## src/rtl/regfile_32x32.sv

```systemverilog
// 32 x DATA_W register file: one one-hot-selected write port, two combinational
// read ports with write-first bypass, a debug read port, select checking and a write counter.
module regfile_32x32 #(
    parameter int unsigned DATA_W = 32,
    parameter int unsigned CNT_W  = 16
) (
    input  logic              clk,
    input  logic              rst,
    input  logic              wen,
    input  logic [31:0]       wsel,
    input  logic [DATA_W-1:0] wdata,
    input  logic [4:0]        raddr1,
    input  logic [4:0]        raddr2,
    output logic [DATA_W-1:0] rdata1,
    output logic [DATA_W-1:0] rdata2,
    input  logic [4:0]        dbg_addr,
    output logic [DATA_W-1:0] dbg_data,
    output logic              onehot_err,
    output logic [CNT_W-1:0]  wr_count
);

    logic [DATA_W-1:0] regs [1:31];
    logic [DATA_W-1:0] view [0:31];
    logic              sel_legal;
    logic              commit;

    // Exactly one bit set: non-zero and clearing the lowest set bit leaves nothing.
    assign sel_legal = (wsel != '0) && ((wsel & (wsel - 32'd1)) == '0);
    assign commit    = !rst && wen && sel_legal;

    always_ff @(posedge clk) begin
        if (rst) begin
            for (int unsigned i = 1; i < 32; i++) begin
                regs[i] <= '0;
            end
            onehot_err <= 1'b0;
            wr_count   <= '0;
        end else begin
            for (int unsigned i = 1; i < 32; i++) begin
                if (commit && wsel[i]) begin
                    regs[i] <= wdata;
                end
            end
            if (wen && !sel_legal) begin
                onehot_err <= 1'b1;
            end
            if (commit && (wr_count != '1)) begin
                wr_count <= wr_count + CNT_W'(1);
            end
        end
    end

    // Full 32-entry view with a constant-zero slot 0 so reads index in range.
    always_comb begin
        view[0] = '0;
        for (int unsigned i = 1; i < 32; i++) begin
            view[i] = regs[i];
        end
    end

    always_comb begin
        rdata1 = '0;
        if (!rst && (raddr1 != 5'd0)) begin
            rdata1 = (commit && wsel[raddr1]) ? wdata : view[raddr1];
        end
    end

    always_comb begin
        rdata2 = '0;
        if (!rst && (raddr2 != 5'd0)) begin
            rdata2 = (commit && wsel[raddr2]) ? wdata : view[raddr2];
        end
    end

    always_comb begin
        dbg_data = '0;
        if (!rst) begin
            dbg_data = view[dbg_addr];
        end
    end

endmodule

```

## config.mk

```make
export PLATFORM = sky130hd
export DESIGN_NAME = regfile_32x32
export DESIGN_NICKNAME = d
export VERILOG_FILES = /design/src/rtl/regfile_32x32.sv
export SDC_FILE = /design/constraint.sdc
export NUM_CORES = 2
export LEC_CHECK = 0
export ABC_AREA = 1
export CORE_MARGIN = 2
export CORE_UTILIZATION = 25
export DETAILED_ROUTE_END_ITERATION = 16
export GPL_ROUTABILITY_DRIVEN = 0
export PLACE_DENSITY_LB_ADDON = 0.15
export SLEW_MARGIN = 20
export SYNTH_ARGS = -nofsm -noshare
export SYNTH_HDL_FRONTEND = slang
export SYNTH_SLANG_ARGS = --single-unit
```

## constraint.sdc

```tcl
create_clock -name clk -period 4.1 [get_ports clk]
set_input_delay 0.82 -clock clk [delete_from_list [all_inputs] [get_ports clk]]
set_output_delay 0.82 -clock clk [all_outputs]
set_load 0.01 [all_outputs]
```

=== Word level (Yosys, flattened, before mapping) ===
Memory sizes are Yosys's and may differ from the RTL's.
Index checks and enable logic that the tools add are counted.

* $add $sub $neg: 2
* Order comparisons: 5
* Equality and inequality tests: 1
* Mux-type cells: 144
* Bitwise gates (word level): 35
* Reductions and logical operators: 46

{| class="wikitable"
|+ Operator list
! operator !! number
|-
| 32-bit two-way mux || 42
|-
| 32-bit binary-select mux with 5-bit select || 3
|-
| 1-bit two-way mux || 97
|-
| 1-bit logical AND || 40
|-
| 32-bit AND || 1
|-
| 32-bit zero test || 1
|-
| 32-bit nonzero test || 1
|-
| 32-bit by 1-bit subtractor with 32-bit output, second input constant || 1
|-
| 1-bit bitwise OR || 31
|-
| 6-bit greater-or-equal comparator, second input constant || 3
|-
| 5-bit inverter with 6-bit output || 3
|-
| 16-bit by 1-bit adder with 16-bit output, second input constant || 1
|-
| 16-bit != test, second input constant || 1
|-
| 5-bit by 6-bit < comparator with 1-bit output, second input constant || 2
|-
| 1-bit binary-select mux with 5-bit select || 2
|-
| 5-bit nonzero test || 2
|-
| 1-bit zero test || 2
|}

* Register bits after elaboration: 17
* Memory bits (writable): 992
* Logic and storage cells: 236
* Memories: 1

{| class="wikitable"
|+ Memory list
! memory !! depth !! width !! rd ports !! clocked after memory_dff !! write ports !! line !! source
|-
| regs || 31 || 32 || 31 || 0 || 31 || 22 || <nowiki>logic [DATA_W-1:0] regs [1:31];</nowiki>
|}

=== Depth between registers and ports, before layout ===
* Depth in word-level cells: 10
* Gate-level depth with buffers: 18
* Depth with buffers taken out: 16

=== Worst setup path before layout ===
Ideal clock, no wire load.

* Path kind: input -> register
* From: input wsel[1]
* To: register, netlist name regs[0][128]
* Setup time: 0.389 ns
* Data arrival time: 3.150 ns
* Required time: 3.711 ns
* Slack: 0.561 ns
* Stages: 15
* Buffers on the path: 2
* Cells stage by stage: nor2_2 nand2_1 nor2_1 nor2_1 nor2_1 nand2_1 nor2_1 nand2_1 nor2_1 nand2_1 nor2_4 buf_6 nand2_1 clkbuf_1 nand2_1

{| class="wikitable"
|+ RTL lines
! element !! line !! source
|-
| from (decl) || 10 || <nowiki>input logic [31:0] wsel,</nowiki>
|}

=== Worst setup path in the final report ===
* From: input wsel[1]
* To: output rdata1[30]

* Cells in the longest elaborated chain, start to end: 8
* Elaborated cells between the ends (all ways): 11

{| class="wikitable"
|+ Ends and longest elaborated chain
! element !! line !! source
|-
| 32-bit by 1-bit subtractor with 32-bit output || 28 || <nowiki>assign sel_legal = (wsel != '0) && ((wsel & (wsel - 32'd1)) == '0);</nowiki>
|-
| 32-bit AND || 28 ||
|-
| 32-bit zero test || 28 ||
|-
| 1-bit logical AND || 28 ||
|-
| 1-bit logical AND || 29 || <nowiki>assign commit = !rst && wen && sel_legal;</nowiki>
|-
| 1-bit logical AND (*) || 64 || <nowiki>rdata1 = (commit && wsel[raddr1]) ? wdata : view[raddr1];</nowiki>
|-
| 32-bit two-way mux (*) || 64 ||
|-
| 32-bit two-way mux (*) || 63 || <nowiki>if (!rst && (raddr1 != 5'd0)) begin</nowiki>
|-
| to (decl) || 14 || <nowiki>output logic [DATA_W-1:0] rdata1,</nowiki>
|}

Every way passes the cells marked *; elsewhere a longest branch is shown, timed or not. The select of a mux whose other input is x is not followed.

==> results.cfg <==
[timing]
timing_hold_violations_final = 0
min_period_over_period = 1.04
skew_ns = 0.00365
fin_crit_ns = 4.26
slew_violations = 0
fin_tns_setup_ns = -3.75
max_clock_freq_ghz = 0.235
timing.hold.ws_ns = 0.499
rsz0062_at_grt = true
setup_viol = 57
tightestPinTransition_ns = 1.05
slew-limit-headroom = 0.302
final_critical_path_setup_slack_ns = -0.160

[detailed_routing]
dr.first_iter.drc_count = 11600
avgRoutedWirePerCell_um = 32.0
via_count = 74800
final_antenna_net_count = 0
detail_route.first_pass.iterations = 10
viasPerCell = 5.76
drc_errors_left = 0
finalWirelength_um = 416000

[critical_path]
critPathLaunchType = primary input
rrSetupSlack_ns = 1.69
critical_path_peak_fanout = 8
r2r_end = wr_count[15]
worst_setup_path_endpoint = rdata1[30]
worst_r2r_path_depth = 10
rr_startpoint = wr_count[0]
worstSetupEndpointType = output pin
worst_setup_path_startpoint = wsel[1]
critical_path_required_ns = 3.28
critical_path_arrival_ns = 3.44
worst_setup_path_class = in -> out

[logic_synthesis]
post_synth_num_cell_types = 36
synth_nets = 8921
synth_largest_type_area_fraction = 0.454
synth.top_cells.by_count = 1729 x nand2_1, 1609 x nor2_1, 992 x edfxtp_1
synth_enable_flop_cells = 992
syn-instance-count = 8838
synth_largest_area_cell = edfxtp_1
synth_area_leaders = edfxtp_1 45%, nand2_1 9.9%, nor2_1 9.2%, o21ai_0 7.0%, nand3_1 6.8%
synth.most_common_cell = nand2_1
synthesis.yosys.warnings = 0
ys_async_sr_fraction = 0
netlist_area_mm2 = 0.0656
seq_area_frac_synth = 0.459
synth-seq-cells = 1009
postSynthAreaPerCell_um2 = 7.42
synth-main-ff-cell = edfxtp_1

[die]
die_w_um = 516
placement_rows = 188
ios = 195
die-height_um = 516
design.die.area_mm2 = 0.266
placeableCoreArea_mm2 = 0.262
starting_density = 0.251

[place]
place.port_buffers = 194
placed_cell_area_mm2 = 0.0797
dp_hpwl_um = 273000

[global_route]
vias_in_the_first_global_route = 69500
grt_start_max_net_pins = 71
antenna_found_initial = 18
grt_use_total = 0.300
overflow = 0
grt_first_pass_wirelength_um = 563000

[clock_network]
htreeDepth = 4
hold_buffers = 0
numClockSinks = 1009
clock_tree_from_tritoncts = done
clk_pin_slew_worst_paths_ns = 0.06
ctsRootBufferMaster = clkbuf_16
clk_latency_ns = 0.82
ctsLongestPathBuffers = 3
tritoncts.num_buffers = 130

[run]
maxCapViolCount = 0

[layout]
finish.net_count = 9465
drive_above_1_share = 0.183
filler_cell_count = 27500
area.growth.synth_to_final_pct = 31.4
finalInstanceArea_mm2 = 0.0861

[status]
status = finished with violations
violations = negative setup slack

[power_and_ir_drop]
leakagePower_uw = 0.0334
p_total_uw = 30600
irDropWorstVdd_uv = 453
power_density_over_the_cells_mw_per_mm2 = 356

[worst_hold_path]
timing.hold.worst.class = reg -> reg
[logic make-up (layout without fill, tap and decap cells)]
family                     Yosys count  count (layout)  share of synthesized area
xor gates and xnor gates            12              12                    0.00160
AOI/OAI and AO/OA                 2348            2348                      0.205
buffers and inverters             1201            1841                     0.0711
and+or+nand+nor                   4267            4267                      0.263
DFF                               1009            1009                      0.459
other                                0               6                          0
adders and majority gates            1               1                   0.000191
[state kept, by name (all words and copies together) (netlist names)]
name / cells
regs: 992
wr_count: 16
onehot_err: 1
[routing by layer]
layer / routed length (µm) / track usage / vias up
li1: - / - / 31800
met1: 166000 / 0.395 / 36700
met2: 175000 / 0.439 / 5343
met3: 44900 / 0.0720 / 996
met4: 29400 / 0.187 / 6
met5: 39 / 0 / -
[report_power, final]
part	switching, µW	total, µW	leakage (µW)	internal [µW]
clock network	5070	11800	0.00203	6770
logic	4370	6550	0.0218	2180
registers	427	12300	0.00955	11800
total	9860	30600	0.0334	20800
[cell usage in the layout, fill, tap and decap left out, types with 214 or more instances in the layout]
cell type	instances
o21ai_0	919
nand3_1	820
nand2_1	1585
buf_4	781
a21oi_1	761
nor2_1	1543
o211ai_1	214
buf_12	267
inv_1	300
edfxtp_1	992
[per-stage QoR]
| step | worst slack, ns | cells | utilization |
|---|---|---|---|
| floorplan | 0.561 | 8838 | - |
| global placement | -0.848 | 12700 | 0.305 |
| detailed placement | -0.818 | 12700 | 0.305 |
| CTS | -0.107 | 13000 | 0.325 |
| global route | -0.224 | 13000 | 0.329 |
| finish | -0.160 | 13000 | 0.329 |
[critical path: stages]
cell and delay [ns]:
buf_8 0.10, nor2_4 0.14, buf_12 0.13, nand2_8 0.06
buf_6 0.13, nor2_4 0.14, nand3_1 0.11, nand2_1 0.10
nand3_1 0.14, nor3_4 0.22, buf_6 0.13, buf_6 0.09
nand4_1 0.14, buf_12 0.20, buf_12 0.14, buf_16 0.17
buf_12 0.16, nor2_4 0.10, nor2_2 0.04, buf_2 0.13
[layout make-up]
cell class,count,area [µm²],share of cell area
Antenna cell,6,15.0,0.000174
Clock buffer,158,3460,0.0402
Clock inverter,70,712,0.00826
Inverter,320,1290,0.0150
Multi-Input combinational cell,6628,32300,0.375
Sequential cell,1009,30100,0.350
Tap cell,3515,4400,0.0511
Timing Repair Buffer,1293,13900,0.161
[repair_timing]
item / in CTS / in global routing
endpoints found under the setup margin: 83 / 102
resized for setup: 546 / 269
pin swaps: 76 / 138
hold endpoints to repair: 0 / 0
cloned: 14 / 7
buffers inserted: 47 / 28
[worst min-delay path by stage]
stage | startpoint | to | slack (ns) | depth (start not counted)
6_report | wr_count[15] | wr_count[15] | 0.50 | 2
5_1_grt | wr_count[15] | wr_count[15] | 0.52 | 2
4_1_cts | wr_count[15] | wr_count[15] | 0.50 | 2
3_5_place_dp | wr_count[15] | wr_count[15] | 0.48 | 2
3_3_place_gp | wr_count[15] | wr_count[15] | 0.49 | 2
2_1_floorplan | onehot_err | onehot_err | 0.50 | 2
Note: power is estimated with default switching activity, not from simulation.
